### src/rtl/seq_det_pkg.sv
// Shared state encodings and width helper for the serial sequence detector.
// Imported by seq_shift_window and seq_pattern_detector.
package seq_det_pkg;

   typedef logic [1:0] state_t;

   localparam state_t ST_IDLE = 2'b00;
   localparam state_t ST_SCAN = 2'b01;
   localparam state_t ST_LOCK = 2'b11;

   // Bits needed to hold values 0..max_val inclusive.
   function automatic int unsigned cnt_w(input int unsigned max_val);
      return (max_val < 1) ? 1 : $clog2(max_val + 1);
   endfunction

endpackage

### src/rtl/seq_shift_window.sv
// Serial window shift register with a saturating fill counter.
// Stores the PAT_W-1 most recent valid bits; the live bit completes the window.
module seq_shift_window
   import seq_det_pkg::*;
#(
   parameter int unsigned PAT_W = 4
) (
   input  logic             CLK,
   input  logic             RST,
   input  logic             EN,
   input  logic             X,
   input  logic             flush,
   output logic [PAT_W-2:0] win,
   output logic             full_m1
);

   localparam int unsigned FillW = cnt_w(PAT_W);

   logic [PAT_W-2:0] win_q, win_d;
   logic [FillW-1:0] fill_q, fill_d;

   always_comb begin
      win_d  = win_q;
      fill_d = fill_q;
      if (flush) begin
         win_d  = '0;
         fill_d = '0;
      end else if (EN) begin
         win_d = (PAT_W-1)'({win_q, X});
         if (fill_q != FillW'(PAT_W)) begin
            fill_d = fill_q + FillW'(1);
         end
      end
   end

   always_ff @(posedge CLK or posedge RST) begin
      if (RST) begin
         win_q  <= '0;
         fill_q <= '0;
      end else begin
         win_q  <= win_d;
         fill_q <= fill_d;
      end
   end

   assign win     = win_q;
   assign full_m1 = (fill_q >= FillW'(PAT_W - 1));

endmodule

### src/rtl/seq_pattern_detector.sv
// Serial pattern detector: match counter, sticky lock and match/lock flags.
// Define SEQ_DET_GAP_RESET_EN to clear the match count after GAP_MAX valid bits without a hit.
module seq_pattern_detector
   import seq_det_pkg::*;
#(
   parameter int unsigned PAT_W    = 4,
   parameter int unsigned CNT_W    = 4,
   parameter int unsigned LOCK_CNT = 2,
   parameter int unsigned GAP_MAX  = 8
) (
   input  logic             CLK,
   input  logic             RST,
   input  logic             X,
   input  logic             EN,
   input  logic [PAT_W-1:0] PATTERN,
   input  logic             OVERLAP,
   input  logic             CLR,
   output logic             MATCH,
   output logic             LOCKED,
   output logic [CNT_W-1:0] MATCH_CNT,
   output logic             Y
);

   if (PAT_W < 2 || LOCK_CNT < 1 || LOCK_CNT > (1 << CNT_W) - 1 || GAP_MAX < 1)
   begin : g_param_check
      $error("seq_pattern_detector: illegal parameter combination");
   end

   localparam logic [CNT_W-1:0] CntMax = '1;
   localparam logic [CNT_W:0]   LockAt = (CNT_W+1)'(LOCK_CNT);

   state_t           state_q, state_d;
   logic             match_q, match_d;
   logic             locked_q, locked_d;
   logic [CNT_W-1:0] cnt_q, cnt_d;
   logic [CNT_W:0]   cnt_inc;

   logic [PAT_W-2:0] win;
   logic             full_m1;
   logic             shift_en;
   logic             hit;
   logic             lock_now;
   logic             flush;

`ifdef SEQ_DET_GAP_RESET_EN
   localparam int unsigned GapW   = cnt_w(GAP_MAX);
   localparam logic [GapW-1:0] GapMax = GapW'(GAP_MAX);

   logic [GapW-1:0] gap_q, gap_d;
   logic [GapW-1:0] gap_inc;

   assign gap_inc = gap_q + GapW'(1);
`endif

   // The window is frozen while locked so X cannot leak through.
   assign shift_en = EN & (state_q != ST_LOCK);
   assign hit      = shift_en & full_m1 & ({win, X} == PATTERN);
   assign cnt_inc  = {1'b0, cnt_q} + (CNT_W+1)'(1);
   assign lock_now = (cnt_inc == LockAt);
   assign flush    = CLR | (hit & ~OVERLAP);

   seq_shift_window #(
      .PAT_W (PAT_W)
   ) u_window (
      .CLK     (CLK),
      .RST     (RST),
      .EN      (shift_en),
      .X       (X),
      .flush   (flush),
      .win     (win),
      .full_m1 (full_m1)
   );

   always_comb begin
      state_d  = state_q;
      match_d  = 1'b0;
      locked_d = locked_q;
      cnt_d    = cnt_q;
`ifdef SEQ_DET_GAP_RESET_EN
      gap_d    = gap_q;
`endif
      if (CLR) begin
         state_d  = ST_IDLE;
         locked_d = 1'b0;
         cnt_d    = '0;
`ifdef SEQ_DET_GAP_RESET_EN
         gap_d    = '0;
`endif
      end else begin
         unique case (state_q)
            ST_IDLE, ST_SCAN: begin
               if (state_q == ST_IDLE && full_m1) begin
                  state_d = ST_SCAN;
               end
               if (hit) begin
                  match_d = 1'b1;
                  if (cnt_q != CntMax) begin
                     cnt_d = cnt_inc[CNT_W-1:0];
                  end
                  if (lock_now) begin
                     state_d  = ST_LOCK;
                     locked_d = 1'b1;
                  end
`ifdef SEQ_DET_GAP_RESET_EN
                  gap_d = '0;
`endif
               end
`ifdef SEQ_DET_GAP_RESET_EN
               else if (shift_en && state_q == ST_SCAN) begin
                  if (gap_inc == GapMax) begin
                     gap_d = '0;
                     cnt_d = '0;
                  end else begin
                     gap_d = gap_inc;
                  end
               end
`endif
            end
            ST_LOCK: begin
               state_d = ST_LOCK;
            end
            default: begin
               state_d = ST_IDLE;
            end
         endcase
      end
   end

   always_ff @(posedge CLK or posedge RST) begin
      if (RST) begin
         state_q  <= ST_IDLE;
         match_q  <= 1'b0;
         locked_q <= 1'b0;
         cnt_q    <= '0;
      end else begin
         state_q  <= state_d;
         match_q  <= match_d;
         locked_q <= locked_d;
         cnt_q    <= cnt_d;
      end
   end

`ifdef SEQ_DET_GAP_RESET_EN
   always_ff @(posedge CLK or posedge RST) begin
      if (RST) begin
         gap_q <= '0;
      end else begin
         gap_q <= gap_d;
      end
   end
`endif

   assign MATCH     = match_q;
   assign LOCKED    = locked_q;
   assign MATCH_CNT = cnt_q;
   assign Y         = match_q | locked_q;

endmodule

### config.mk
export PLATFORM = sky130hd
export DESIGN_NAME = seq_pattern_detector
export DESIGN_NICKNAME = d
export VERILOG_FILES = /design/src/rtl/seq_det_pkg.sv /design/src/rtl/seq_shift_window.sv /design/src/rtl/seq_pattern_detector.sv
export SDC_FILE = /design/constraint.sdc
export NUM_CORES = 1
export LEC_CHECK = 0
export BUFFER_PORTS_ARGS = -buffer_cell sky130_fd_sc_hd__buf_2
export CORE_MARGIN = 4
export CORE_UTILIZATION = 51
export DETAILED_ROUTE_END_ITERATION = 16
export PLACE_DENSITY = 0.75
export SLEW_MARGIN = 40
export SYNTH_ARGS = -nofsm -noshare
export SYNTH_HDL_FRONTEND = slang
export SYNTH_SLANG_ARGS = --single-unit
### constraint.sdc
create_clock -name CLK -period 2.3 [get_ports CLK]
set_input_delay 0.115 -clock CLK [delete_from_list [all_inputs] [get_ports CLK]]
set_output_delay 0.115 -clock CLK [all_outputs]
set_load 0.05 [all_outputs]
==> metrics <==
status complete, no violations; Syn Inst Count 82; total power 0.503 mW; clk slew on worst S/H paths 0.09 ns; final wirelength 1540 um; CTS sink cnt 14; main area contributors after synthesis dfrtp_1, ha_1, nand2_1; kind of critical path reg2reg; ys async rst share 100%; synthesized area per cell 9.72 um2; Setup violations, final 0; Setup crit end kind flip-flop; Ys Warns 0; gr ovfl total 0; share of layout cells above drive strength 1 26.2%; Cell Chain, Critical Path ha_1, ha_1, a211oi_1, nor2_1, and4_4, mux2_4; Die Y 47.5 um; Leak 0.481 nW; Yosys top cell area share 44.0%; placed cell area 901 um2; Mapped Area 797 um2; # rows 14; clk_skew 0.000986 ns; Period minus WS final 1.90 ns; Post-Route Setup TNS 0 ns; Root Driver clkbuf_4; slowest CP cell dfrtp_1; routability cong. 0.821; Die W 47.5 um; Synth Register Bits 14; design area 947 um2; Largest stage delay, worst path 0.41 ns; Data arrival, critical path 2.07 ns; setup slack at placement 0.424 ns; clock buffer count from CTS 3; Seq/Total Area, Yosys 44.0%; area grow syn2layout 18.8%; Slew @ Worst Pin 0.544 ns; R2R Setup Slk 0.40 ns; Synth Flop Type dfrtp_1; Peak VDD IR 0.000367 V; H-tree depth 1; Non-Filler Instances 119; Final Cycle Share 82.6%; first-pass GRT wire length 2330 um; via count 647; Clock Latency Late Sink 0.28 ns; Post-DRT Antenna Nets 0; Max Freq 526 MHz; dpl hpwl 1180 um; RSZ-0062 raised after global routing no; HP Class in2reg; die area 2260 um2; Max FO, Critical Path 8; largest net degree at the start of global routing 15; max_cap viols 0; Final Hold Viols 0; vias in the first global route 570; Pins Over Slew Limit 0; TritonRoute pass-1 iters 4; Initial Util 53.5%; utilization of the core after routing 63.6%; final net count 119; WHS 0.0863 ns; CTS Buffer Depth 2; most common cell after layout, fill and taps aside buf_2; per-cell routed wire length 12.9 um; 1st-iter DRT viols 18; Post-synth EDFFs 0; overall routing resource usage 14.4%; PD cells 531 nW/um2; Antenna diodes 0; setup repair bufs after CTS 0; core area 1490 um2; initial antenna violation count 0; WP data required 2.47 ns; Synth area leader dfrtp_1; DRC errors left 0; slack of the critical path 0.400 ns; Critical Path Most Common Cell ha_1; Slew headroom 63.6%; syn nets 97; dpl cells 114; commonest non-fill, non-tap cells in the layout buf_2, dfrtp_1, nand2_1; CTS tree yes; Yosys cell types 25; via-per-instance ratio 5.44; port bufs 16; # IOs 17; Critical Path Start Type flip-flop
## worst paths after layout
path,depth (start not counted),to,startpoint
worst max-delay path,6,MATCH_CNT[0],u_window.fill_q[1]
worst min-delay path,3,u_window.win[0],X
worst max register to register,6,MATCH_CNT[0],u_window.fill_q[1]
worst min register to register,2,LOCKED,LOCKED
max in group asynchronous,3,MATCH_CNT[0],RST
min in group asynchronous,3,u_window.win[0],RST
## power by group
part           internal [mW]  switching [mW]  leakage (nW)  total (mW)
Combinational         0.0250          0.0401         0.267      0.0651
Sequential             0.254         0.00677         0.193       0.261
Clock                 0.0963          0.0813        0.0210       0.178
Total                  0.375           0.128         0.481       0.503
## kinds of logic (layout without fill, tap and decap cells)
logic type / after synthesis / count (layout) / share of synthesized area, %
AND/OR/NAND/NOR: 33 / 33 / 22.3
AO/OA/AOI/OAI: 17 / 17 / 14.6
flip-flops: 14 / 14 / 44.0
XOR/XNOR: 6 / 6 / 6.59
buffers and inverters: 6 / 27 / 2.83
adder cells (fa/ha/maj): 5 / 5 / 7.85
multiplexers: 1 / 1 / 1.88
## critical path: cells and delay by family, from the launching register on
family,cells,cell delay [ns]
mux,1,0.29
simple gates,2,0.44
compound gates,1,0.29
fa+ha+maj,2,0.37
flops,1,0.41
## flip-flops by register name, indices dropped and copies added (netlist names)
name / count
u_window.fill_q: 3
state_q: 2
MATCH_CNT: 4
u_window.win: 3
MATCH: 1
LOCKED: 1
## layer usage
layer	share of wire (%)	wire [um]	GRT usage (%)	vias to the layer above
li1	-	-	-	328
met1	48	736	19.0	304
met2	47	724	22.2	11
met3	3.9	60	2.63	4
met4	1.2	19	8.06	0
met5	0	0	0	-
## final cells by class
cell class,instances,area (um2)
tap,16,20.0
multi-input combinational,62,424
sequential,14,350
fill,127,542
timing repair buffer,18,97.6
clock buffer,4,36.3
inverter,5,18.8
## cell usage after synthesis (2+ instances only)
library cell,n
a41oi_1,4
nor2b_1,2
nand2_1,12
and3_1,2
xor2_1,5
inv_1,5
nor2_1,8
nand3_1,2
dfrtp_1,14
a21oi_1,6
a211oi_1,4
ha_1,5
## timing repair
| action | 4_1_cts | 5_1_grt |
|---|---|---|
| hold buffers | 1 | 0 |
| endpoints found under the setup margin | 0 | 0 |
| endpoints found under the hold margin | 14 | 0 |
| resized for setup | 0 | 0 |
Note: power is estimated with default switching activity, not from simulation.
